## src/rtl/aclk_counter_if.sv

```systemverilog
// Bus bundle for aclk_counter: tick/load requests and BCD digits in, BCD time and load_err out.
interface aclk_counter_if;
    logic       one_minute;
    logic       load_new_c;
    logic [3:0] new_current_time_ms_hr;
    logic [3:0] new_current_time_ls_hr;
    logic [3:0] new_current_time_ms_min;
    logic [3:0] new_current_time_ls_min;
    logic [3:0] current_time_ms_hr;
    logic [3:0] current_time_ls_hr;
    logic [3:0] current_time_ms_min;
    logic [3:0] current_time_ls_min;
    logic       load_err;

    modport master (
        output one_minute, load_new_c,
        output new_current_time_ms_hr, new_current_time_ls_hr,
        output new_current_time_ms_min, new_current_time_ls_min,
        input  current_time_ms_hr, current_time_ls_hr,
        input  current_time_ms_min, current_time_ls_min,
        input  load_err
    );

    modport slave (
        input  one_minute, load_new_c,
        input  new_current_time_ms_hr, new_current_time_ls_hr,
        input  new_current_time_ms_min, new_current_time_ls_min,
        output current_time_ms_hr, current_time_ls_hr,
        output current_time_ms_min, current_time_ls_min,
        output load_err
    );
endinterface

```

## src/rtl/aclk_counter.sv

```systemverilog
// 24-hour BCD HH:MM time register with minute tick and load.
// Define ACLK_LOAD_CHECK_EN to reject out-of-range loads and pulse load_err.
module aclk_counter (
    input logic           clock,
    input logic           reset,
    aclk_counter_if.slave bus
);

    logic [3:0] r_ms_hr, r_ls_hr, r_ms_min, r_ls_min;
    logic       r_load_err;

    logic [3:0] w_inc_ms_hr, w_inc_ls_hr, w_inc_ms_min, w_inc_ls_min;
    logic       w_load_ok;

    // >= compares let any illegal digit collapse to a legal value on the next tick
    always_comb begin
        w_inc_ms_hr  = r_ms_hr;
        w_inc_ls_hr  = r_ls_hr;
        w_inc_ms_min = r_ms_min;
        w_inc_ls_min = r_ls_min;
        if (r_ls_min >= 4'd9) begin
            w_inc_ls_min = '0;
            if (r_ms_min >= 4'd5) begin
                w_inc_ms_min = '0;
                if (r_ms_hr >= 4'd2 && r_ls_hr >= 4'd3) begin
                    w_inc_ms_hr = '0;
                    w_inc_ls_hr = '0;
                end else if (r_ls_hr >= 4'd9) begin
                    w_inc_ls_hr = '0;
                    w_inc_ms_hr = r_ms_hr + 4'd1;
                end else begin
                    w_inc_ls_hr = r_ls_hr + 4'd1;
                end
            end else begin
                w_inc_ms_min = r_ms_min + 4'd1;
            end
        end else begin
            w_inc_ls_min = r_ls_min + 4'd1;
        end
    end

`ifdef ACLK_LOAD_CHECK_EN
    always_comb begin
        w_load_ok = (bus.new_current_time_ms_hr  <= 4'd2) &&
                    (bus.new_current_time_ms_min <= 4'd5) &&
                    (bus.new_current_time_ls_min <= 4'd9) &&
                    ((bus.new_current_time_ms_hr == 4'd2) ?
                        (bus.new_current_time_ls_hr <= 4'd3) :
                        (bus.new_current_time_ls_hr <= 4'd9));
    end
`else
    assign w_load_ok = 1'b1;
`endif

    // Load has priority over the tick, whether accepted or rejected
    always_ff @(posedge clock or posedge reset) begin
        if (reset) begin
            r_ms_hr    <= '0;
            r_ls_hr    <= '0;
            r_ms_min   <= '0;
            r_ls_min   <= '0;
            r_load_err <= 1'b0;
        end else begin
            r_load_err <= 1'b0;
            if (bus.load_new_c) begin
                if (w_load_ok) begin
                    r_ms_hr  <= bus.new_current_time_ms_hr;
                    r_ls_hr  <= bus.new_current_time_ls_hr;
                    r_ms_min <= bus.new_current_time_ms_min;
                    r_ls_min <= bus.new_current_time_ls_min;
                end else begin
                    r_load_err <= 1'b1;
                end
            end else if (bus.one_minute) begin
                r_ms_hr  <= w_inc_ms_hr;
                r_ls_hr  <= w_inc_ls_hr;
                r_ms_min <= w_inc_ms_min;
                r_ls_min <= w_inc_ls_min;
            end
        end
    end

    assign bus.current_time_ms_hr  = r_ms_hr;
    assign bus.current_time_ls_hr  = r_ls_hr;
    assign bus.current_time_ms_min = r_ms_min;
    assign bus.current_time_ls_min = r_ls_min;
    assign bus.load_err            = r_load_err;

endmodule

```

## src/flat_wrapper.sv

```systemverilog
// flat-port wrapper written by rule: the top's interface ports become plain ports
module aclk_counter_flat 
  (clock, reset, bus_one_minute, bus_load_new_c, bus_new_current_time_ms_hr, bus_new_current_time_ls_hr, bus_new_current_time_ms_min, bus_new_current_time_ls_min, bus_current_time_ms_hr, bus_current_time_ls_hr, bus_current_time_ms_min, bus_current_time_ls_min, bus_load_err);
  aclk_counter_if bus_i ();
  input logic clock;
  input logic reset;
  input wire logic [$bits(bus_i.one_minute)-1:0] bus_one_minute;
  input wire logic [$bits(bus_i.load_new_c)-1:0] bus_load_new_c;
  input wire logic [$bits(bus_i.new_current_time_ms_hr)-1:0] bus_new_current_time_ms_hr;
  input wire logic [$bits(bus_i.new_current_time_ls_hr)-1:0] bus_new_current_time_ls_hr;
  input wire logic [$bits(bus_i.new_current_time_ms_min)-1:0] bus_new_current_time_ms_min;
  input wire logic [$bits(bus_i.new_current_time_ls_min)-1:0] bus_new_current_time_ls_min;
  output wire logic [$bits(bus_i.current_time_ms_hr)-1:0] bus_current_time_ms_hr;
  output wire logic [$bits(bus_i.current_time_ls_hr)-1:0] bus_current_time_ls_hr;
  output wire logic [$bits(bus_i.current_time_ms_min)-1:0] bus_current_time_ms_min;
  output wire logic [$bits(bus_i.current_time_ls_min)-1:0] bus_current_time_ls_min;
  output wire logic [$bits(bus_i.load_err)-1:0] bus_load_err;
  assign bus_i.one_minute = bus_one_minute;
  assign bus_i.load_new_c = bus_load_new_c;
  assign bus_i.new_current_time_ms_hr = bus_new_current_time_ms_hr;
  assign bus_i.new_current_time_ls_hr = bus_new_current_time_ls_hr;
  assign bus_i.new_current_time_ms_min = bus_new_current_time_ms_min;
  assign bus_i.new_current_time_ls_min = bus_new_current_time_ls_min;
  assign bus_current_time_ms_hr = bus_i.current_time_ms_hr;
  assign bus_current_time_ls_hr = bus_i.current_time_ls_hr;
  assign bus_current_time_ms_min = bus_i.current_time_ms_min;
  assign bus_current_time_ls_min = bus_i.current_time_ls_min;
  assign bus_load_err = bus_i.load_err;
  aclk_counter u_core (.clock(clock), .reset(reset), .bus(bus_i));
endmodule
```

## config.mk

```make
export PLATFORM = sky130hd
export DESIGN_NAME = aclk_counter_flat
export DESIGN_NICKNAME = d
export VERILOG_FILES = /design/src/rtl/aclk_counter_if.sv /design/src/rtl/aclk_counter.sv /design/src/flat_wrapper.sv
export SDC_FILE = /design/constraint.sdc
export NUM_CORES = 1
export LEC_CHECK = 0
export CORE_ASPECT_RATIO = 0.7
export CORE_MARGIN = 3
export CORE_UTILIZATION = 45
export CTS_CLUSTER_SIZE = 28
export DETAILED_ROUTE_END_ITERATION = 6
export HOLD_SLACK_MARGIN = 0.12
export PLACE_DENSITY_LB_ADDON = 0.05
export SETUP_SLACK_MARGIN = 0.02
export SLEW_MARGIN = 10
export SYNTH_ARGS = -nofsm -noshare
export SYNTH_HDL_FRONTEND = slang
export SYNTH_SLANG_ARGS = --single-unit
```

## constraint.sdc

```tcl
create_clock -name clock -period 2.8 [get_ports clock]
set_input_delay 0.28 -clock clock [delete_from_list [all_inputs] [get_ports clock]]
set_output_delay 0.28 -clock clock [all_outputs]
set_load 0.05 [all_outputs]
```

==> results of run 1 <==
## state kept, by name, indices dropped and copies added (netlist names)
name / flops
u_core.bus.current_time_ls_hr: 4
u_core.bus.current_time_ls_min: 4
u_core.bus.current_time_ms_hr: 4
u_core.bus.current_time_ms_min: 4
## worst max-delay path: stages (launching register included)
cell                      delay (ps)
sky130_fd_sc_hd__dfrtp_1         480
sky130_fd_sc_hd__inv_1            70
sky130_fd_sc_hd__ha_1            190
sky130_fd_sc_hd__or3b_4          250
sky130_fd_sc_hd__a31o_1          360
sky130_fd_sc_hd__nand2_1         180
sky130_fd_sc_hd__o32a_1          370
## logic make-up after synthesis
group	count (synthesis)
adders and majority gates	11
DFF	16
other	1
and+or+nand+nor	35
AOI/OAI and AO/OA	43
buffers and inverters	13
## through the flow
| step | area, um^2 | utilization, % |
|---|---|---|
| 3_5_place_dp | 1506 | 66.15 |
| 4_1_cts | 1543 | 67.75 |
| 2_1_floorplan | 1146 | - |
| 6_report | 1543 | 67.75 |
| 3_3_place_gp | 1506 | 66.15 |
| 5_1_grt | 1543 | 67.75 |
## routing by layer
metal	up-vias	routed length, um	track usage [%]	part of all wire, %
met5	-	0	0	0
met1	511	1383	27.70	47
met4	0	10	4.049	0.34
met2	41	1317	30.77	45
li1	518	-	-	-
met3	2	217	5.069	7.4
## placed cells by master (no fill, tap or decap), types with 2 or more instances in the layout
master and instances:
sky130_fd_sc_hd__nor4b_1 2, sky130_fd_sc_hd__inv_1 8, sky130_fd_sc_hd__dfrtp_1 16, sky130_fd_sc_hd__nand2_1 6, sky130_fd_sc_hd__o21ai_0 5, sky130_fd_sc_hd__clkbuf_4 3
sky130_fd_sc_hd__a21o_1 2, sky130_fd_sc_hd__a2111oi_0 2, sky130_fd_sc_hd__nand2b_1 3, sky130_fd_sc_hd__nand3_1 5, sky130_fd_sc_hd__a22oi_1 3, sky130_fd_sc_hd__o2bb2ai_1 2
sky130_fd_sc_hd__o32a_1 2, sky130_fd_sc_hd__o211ai_1 2, sky130_fd_sc_hd__and2_1 5, sky130_fd_sc_hd__a21oi_1 9, sky130_fd_sc_hd__a31oi_1 3, sky130_fd_sc_hd__clkdlybuf4s50_1 35
sky130_fd_sc_hd__nor2_1 6, sky130_fd_sc_hd__a221oi_1 3, sky130_fd_sc_hd__ha_1 11
## power by group
| group | total [mW] | switching, mW | internal (mW) |
|---|---|---|---|
| clock | 0.157 | 0.0782 | 0.0792 |
| sequential | 0.396 | 0.0999 | 0.296 |
| combinational | 0.726 | 0.449 | 0.277 |
| total | 1.28 | 0.627 | 0.652 |
## worst paths after layout
check                                             startpoint                                to  slack (ps)  depth (start not counted)
min in group clock          u_core.bus.current_time_ms_hr[3]  u_core.bus.current_time_ms_hr[3]         540                          1
setup reg to reg           u_core.bus.current_time_ls_min[0]  u_core.bus.current_time_ms_hr[1]         790                          6
hold reg to reg             u_core.bus.current_time_ms_hr[3]  u_core.bus.current_time_ms_hr[3]         540                          1
max in group asynchronous                              reset  u_core.bus.current_time_ms_hr[1]        2020                          2
setup / recovery           u_core.bus.current_time_ls_min[0]  u_core.bus.current_time_ms_hr[1]         790                          6
hold / removal                                         reset  u_core.bus.current_time_ls_hr[3]         380                          2
## cell type report
class                           count  area, um^2  area share [%]
Tap cell                           32       40.04           2.595
Timing Repair Buffer               36       357.8           23.20
Inverter                            8       30.03           1.946
Sequential cell                    16       400.4           25.95
Clock buffer                        4       36.28           2.352
Multi-Input combinational cell     90       678.2           43.96
==> qor_table.md, run 1 <==
| Metric | Reported |
|---|---|
| Placement Rows | 14 |
| Setup crit end kind | register |
| Area of the die | 3198 um^2 |
| Hold WS | 375.3 ps |
| Proportion of netlist area held by the largest area contributor | 34.93% |
| Non-filler cells in the finished layout | 186 |
| Number of global-route vias before repair | 999 |
| Path type of the worst min-delay path | input port to async pin |
| Unique cell type count in the Yosys netlist | 41 |
| Required arrival time at the worst endpoint | 2980 ps |
| Number of setup violations in the final report | 0 |
| Max capacitance violation total | 0 |
| GRT Util Overall | 19.58% |
| Number of port buffers | 35 |
| Max Transition Viols Final | 0 |
| Main combinational cell family by area after synthesis | compound AO/OA/AOI/OAI gates |
| Drc violations | 0 |
| Cts bufs inserted | 3 |
| Largest cells by area after synthesis | sky130_fd_sc_hd__dfrtp_1, sky130_fd_sc_hd__ha_1, sky130_fd_sc_hd__a21oi_1, sky130_fd_sc_hd__and2_1, sky130_fd_sc_hd__inv_1 |
| Share of post-route cells with drive strength above 1 | 7.143% |
| Number of ports placed on the die boundary | 37 |
| Net count of the mapped netlist | 150 |
| CTS tree | built |
| Initial core utilization | 50.33% |
| Final wirelength | 2928 um |
| Clock-pin transition on the worst setup and hold timing paths | 100 ps |
| Horizontal die dimension | 66.32 um |
| Critical Setup Path Class | register to register |
| Number of H-tree levels | 1 |
| Final net count | 186 |
| Number of placed instances, taps included | 182 |
| Post-synthesis cell type with the largest combined area | sky130_fd_sc_hd__dfrtp_1 |
| Clock latency of the later-clocked register in the worst-skew pair | 290 ps |
| Post-route ant nets | 0 |
| Maximum number of pins on one net before global-route repair | 18 |
| Final clock period utilization by the worst path | 71.90% |
| Cells resized by post-CTS repair | 0 |
| Vert. Die Dim | 48.23 um |
| Number of synthesized flops with an enable pin | 0 |
| Average via count per standard cell | 5.763 |
| Mux share of post-synthesis cell area | 0% |
| Synthesized-area fraction occupied by adder cells | 12.01% |
| Num Clock Sinks | 16 |
| Final weighted congestion of routability-driven global placement | 0.8154 |
| Share of the yosys chip area belonging to registers | 34.93% |
| Root buf cell | sky130_fd_sc_hd__clkbuf_4 |
| Total power divided by cell area | 829.1 nW/um^2 |
| Number of optimization iterations in the first detailed-route pass | 4 |
| Number of register bits inferred by synthesis | 16 |
| Via count of the routed design | 1072 |
| Most used standard cell by instance count after synthesis | sky130_fd_sc_hd__dfrtp_1 |
| Run status | finished, final reports clean |
| Antenna violations before repair | 0 |
| Per-cell routed wire length | 15.74 um |
| DP Wirelength | 2234 um |
| First-pass GRT wire length | 4705 um |
| Hold Buf Count CTS | 0 |
| Antenna diodes | 0 |
| Worst vdd rail ir drop | 0.0005623 V |
| DRC marker count from the first detailed-route iteration | 68 |
| Maximum number of buffers from clock root to sink | 2 |
| Fin crit period | 2013 ps |
| Top FF cell, synth | sky130_fd_sc_hd__dfrtp_1 |
| Fin. Hold Viols | 0 |
| Layout overhead on the synthesized area | 34.61% |
| Signal arrival time at the worst endpoint | 2190 ps |
| Total core area | 2277 um^2 |
| Post-synthesis instance total | 119 |
| Fillers | 192 |
| Transition time of the tightest slew-check pin | 641.7 ps |
| CP max FO | 9 |
| Achievable Freq | 0.4967 GHz |
| Fraction of registers with async set/reset | 100.0% |
| Setup TNS | 0 ps |
| Worst setup slack after layout | 786.7 ps |
| Syn. warnings | 0 |
| Aggregate global routing overflow | 0 |
| Fraction of synthesized cell area in xor and xnor cells | 0% |
| Simple-gate share of the synthesized area | 17.58% |
| Post-synthesis compound-gate area fraction | 29.26% |
| Post CTS Setup Buffer Count | 0 |
| Cell types with the highest counts after synthesis | sky130_fd_sc_hd__dfrtp_1, sky130_fd_sc_hd__ha_1, sky130_fd_sc_hd__a21oi_1 |
| Worst slack, placed | 525.7 ps |
| Critical path launch point type | register |
| Cell area after synthesis | 1146 um^2 |
| Max-Slew Margin vs Limit | 57.17% |
| Synthesized area per cell | 9.631 um^2 |
| Setup repair after global routing missed its margin | no |
| Static Leak | 0.6507 nW |
| Worst setup skew after layout | 2.765 ps |
| Post-route total power | 1.279 mW |
Power figures use the tool's default switching activity.
==> run 2, diff against run 1 <==
--- a/config.mk
+++ b/config.mk
@@ -7,7 +7,7 @@
 export LEC_CHECK = 0
 export CORE_ASPECT_RATIO = 0.7
 export CORE_MARGIN = 3
-export CORE_UTILIZATION = 45
+export CORE_UTILIZATION = 41
 export CTS_CLUSTER_SIZE = 28
 export DETAILED_ROUTE_END_ITERATION = 6
 export HOLD_SLACK_MARGIN = 0.12
==> constraint.sdc (replaced) <==
create_clock -name clock -period 1.8 [get_ports clock]
set_input_delay 0.18 -clock clock [delete_from_list [all_inputs] [get_ports clock]]
set_output_delay 0.18 -clock clock [all_outputs]
set_load 0.05 [all_outputs]
==> run 2 against run 1 <==
Net effect: the run now ends with negative setup slack left; global-route usage shrank 0.52 points; fmax grew 10%; core utilization grew 2.0 points; power grew 83%; first-iteration DRC count shrank 19%; non-clock buffer count grew 20; critical path depth is the same; combinational power grew 100%; critical path type unchanged; largest cell class unchanged; largest power group unchanged.
==> qor_table.md, run 2 (synthesis results as in run 1) <==
| Metric | Reported | Delta |
|---|---|---|
| Violations in the final reports | negative setup slack |  |
| Share of power burned in the clock network | 12.3% | about the same |
| Final wirelength | 3248 um | +11% |
| Path type of the worst min-delay path | input port to async pin |  |
| DRC marker count from the first detailed-route iteration | 55 | -19% |
| Cts bufs inserted | 3 | unchanged |
| Antenna diodes | 0 | unchanged |
| Per-cell routed wire length | 15.62 um | -0.80% |
| Critical Setup Path Class | register to register |  |
| Number of H-tree levels | 1 | unchanged |
| Worst setup slack after layout | -29.53 ps | -816.3 ps |
| Hold Buf Count CTS | 0 | unchanged |
| Non-filler cells in the finished layout | 208 | +12% |
| Final clock period utilization by the worst path | 101.6% | +30 points |
| Vert. Die Dim | 50.24 um | +4.2% |
| Root buf cell | sky130_fd_sc_hd__clkbuf_8 |  |
| Final net count | 206 | +11% |
| Number of setup violations in the final report | 1 | +1 |
| Via count of the routed design | 1135 | +5.9% |
| Max Transition Viols Final | 0 | unchanged |
| Number of optimization iterations in the first detailed-route pass | 4 | unchanged |
| Antenna violations before repair | 0 | unchanged |
| DP Wirelength | 2401 um | +7.5% |
| First-pass GRT wire length | 5278 um | +12% |
| Max-Slew Margin vs Limit | 66.02% | +8.8 points |
| CTS tree | built |  |
| Switching component of the power | 1.089 mW | +74% |
| Placement Rows | 15 | +1 |
| Net switching share of the total power | 46.51% | -2.5 points |
| Num Clock Sinks | 16 | unchanged |
| Fin crit period | 1830 ps | -183.7 ps |
| Number of global-route vias before repair | 1092 | +9.3% |
| Average via count per standard cell | 5.457 | -5.3% |
| Most common cell after layout, fill and taps aside | sky130_fd_sc_hd__clkdlybuf4s50_1 |  |
| Drc violations | 0 | unchanged |
| Clock latency of the later-clocked register in the worst-skew pair | 260 ps | -30 ps |
| Total core area | 2552 um^2 | +12% |
| Post-route ant nets | 0 | unchanged |
| Commonest non-fill, non-tap cells in the layout | sky130_fd_sc_hd__clkdlybuf4s50_1, sky130_fd_sc_hd__buf_4, sky130_fd_sc_hd__a21oi_1, sky130_fd_sc_hd__dfrtp_2, sky130_fd_sc_hd__dfrtp_1 |  |
| Transition time of the tightest slew-check pin | 508.9 ps | -132.8 ps |
| CP max FO | 4 | -5 |
| Critical path launch point type | register |  |
| GRT Util Overall | 19.06% | -0.52 points |
| Signal arrival time at the worst endpoint | 2020 ps | -170 ps |
| Maximum number of pins on one net before global-route repair | 19 | +1 |
| Worst setup skew after layout | 12.52 ps | +9.753 ps |
| Required arrival time at the worst endpoint | 1990 ps | -990 ps |
| Number of ports placed on the die boundary | 37 | unchanged |
| Total power divided by cell area | 1315 nW/um^2 | +59% |
| Fin. Hold Viols | 0 | unchanged |
| Number of placed instances, taps included | 198 | +8.8% |
| Layout overhead on the synthesized area | 55.35% |  |
| Logic pwr share | 62.1% | +5.4 points |
| Share of post-route cells with drive strength above 1 | 34.48% | +27 points |
| Initial core utilization | 44.90% | -5.4 points |
| Cell area after placement | 1633 um^2 | +8.4% |
| Run status | finished, violations left |  |
| Sequential share of power | 25.6% | -5.4 points |
| Setup repair after global routing missed its margin | yes |  |
| Maximum number of buffers from clock root to sink | 2 | unchanged |
| Worst vdd rail ir drop | 0.0006573 V | +17% |
| Setup crit end kind | register |  |
| Final weighted congestion of routability-driven global placement | 0.8344 | +2.3% |
| Horizontal die dimension | 69.20 um | +4.3% |
| Aggregate global routing overflow | 0 | unchanged |
| Hold WS | 238.5 ps | -136.8 ps |
| Area of the die | 3476 um^2 | +8.7% |
| Number of port buffers | 35 | unchanged |
| Clock-pin transition on the worst setup and hold timing paths | 70 ps | -30 ps |
| Final instance area | 1780 um^2 | +15% |
| Achievable Freq | 0.5466 GHz | +10% |
| Internal power of the cells | 1.252 mW | +92% |
| Max capacitance violation total | 0 | unchanged |
| Static Leak | 0.7585 nW | +17% |
run 2: cell count changes in the layout (fill, tap and decap cells not counted), moves of 4 or more:
cell | before | now
sky130_fd_sc_hd__inv_2 | 0 | 5
sky130_fd_sc_hd__inv_1 | 8 | 3
sky130_fd_sc_hd__dfrtp_2 | 0 | 8
sky130_fd_sc_hd__buf_4 | 1 | 26
sky130_fd_sc_hd__clkdlybuf4s50_1 | 35 | 28
sky130_fd_sc_hd__dfrtp_1 | 16 | 8
sky130_fd_sc_hd__ha_1 | 11 | 7
run 2: power by group through the flow:
stage	Sequential (mW)	Combinational [mW]	Clock, mW
global route	0.615	1.57	0.313
CTS	0.598	1.34	0.296
finish	0.600	1.45	0.287
detailed placement	0.599	1.32	0
floorplan	0.976	0.441	0
global placement	0.595	1.31	0
run 2: critical path, cell delays in order, from the launching register on:
cell	delay, ps
sky130_fd_sc_hd__dfrtp_2	440
sky130_fd_sc_hd__ha_4	160
sky130_fd_sc_hd__or4_4	470
sky130_fd_sc_hd__a21o_1	220
sky130_fd_sc_hd__buf_4	140
sky130_fd_sc_hd__a31oi_1	180
sky130_fd_sc_hd__o22a_1	140
run 2: through the flow:
stage	utilization [%]	setup slack [ps]	total power, mW	TNS [ps]
2_1_floorplan	-	-45.26	1.417	-136.5
3_3_place_gp	63.97	19.05	1.901	0
3_5_place_dp	63.97	-12.35	1.919	-19.81
4_1_cts	66.13	-16.30	2.236	-31.43
5_1_grt	69.75	-94.72	2.494	-400.3
6_report	69.75	-29.53	2.341	-29.53
run 2: timing repair:
action                                  in CTS  in global routing
gates resized for setup                      2                 13
pin swaps                                    0                  5
endpoints found under the setup margin       4                 13
setup buffers                                0                  6
run 2: final timing paths:
kind,from,end,slack (ps),cells after the start
setup / recovery,u_core.bus.current_time_ms_hr[1],u_core.bus.current_time_ms_hr[2],-30,6
hold reg to reg,u_core.bus.current_time_ms_hr[3],u_core.bus.current_time_ms_hr[3],560,1
hold / removal,reset,u_core.bus.current_time_ms_hr[1],240,3
setup reg to reg,u_core.bus.current_time_ms_hr[1],u_core.bus.current_time_ms_hr[2],-30,6
max in group asynchronous,reset,u_core.bus.current_time_ls_min[1],1350,3
min in group clock,bus_new_current_time_ls_hr[1],u_core.bus.current_time_ls_hr[1],500,3
run 2: area by class of cell:
| cell class | count | area (um^2) |
|---|---|---|
| fill | 211 | 772.0 |
| multi-input combinational | 90 | 753.2 |
| sequential | 16 | 410.4 |
| clock buffer | 4 | 45.04 |
| inverter | 8 | 30.03 |
| tap | 34 | 42.54 |
| timing repair buffer | 56 | 499.2 |
run 2: metal layers:
| metal | GRT usage [%] | part of all wire [%] | up-vias | routed length [um] |
|---|---|---|---|---|
| li1 | - | - | 558 | - |
| met1 | 26.63 | 48 | 542 | 1561 |
| met4 | 4.870 | 0.92 | 0 | 30 |
| met2 | 29.43 | 45 | 29 | 1477 |
| met5 | 0 | 0 | - | 0 |
| met3 | 4.800 | 5.5 | 6 | 178 |
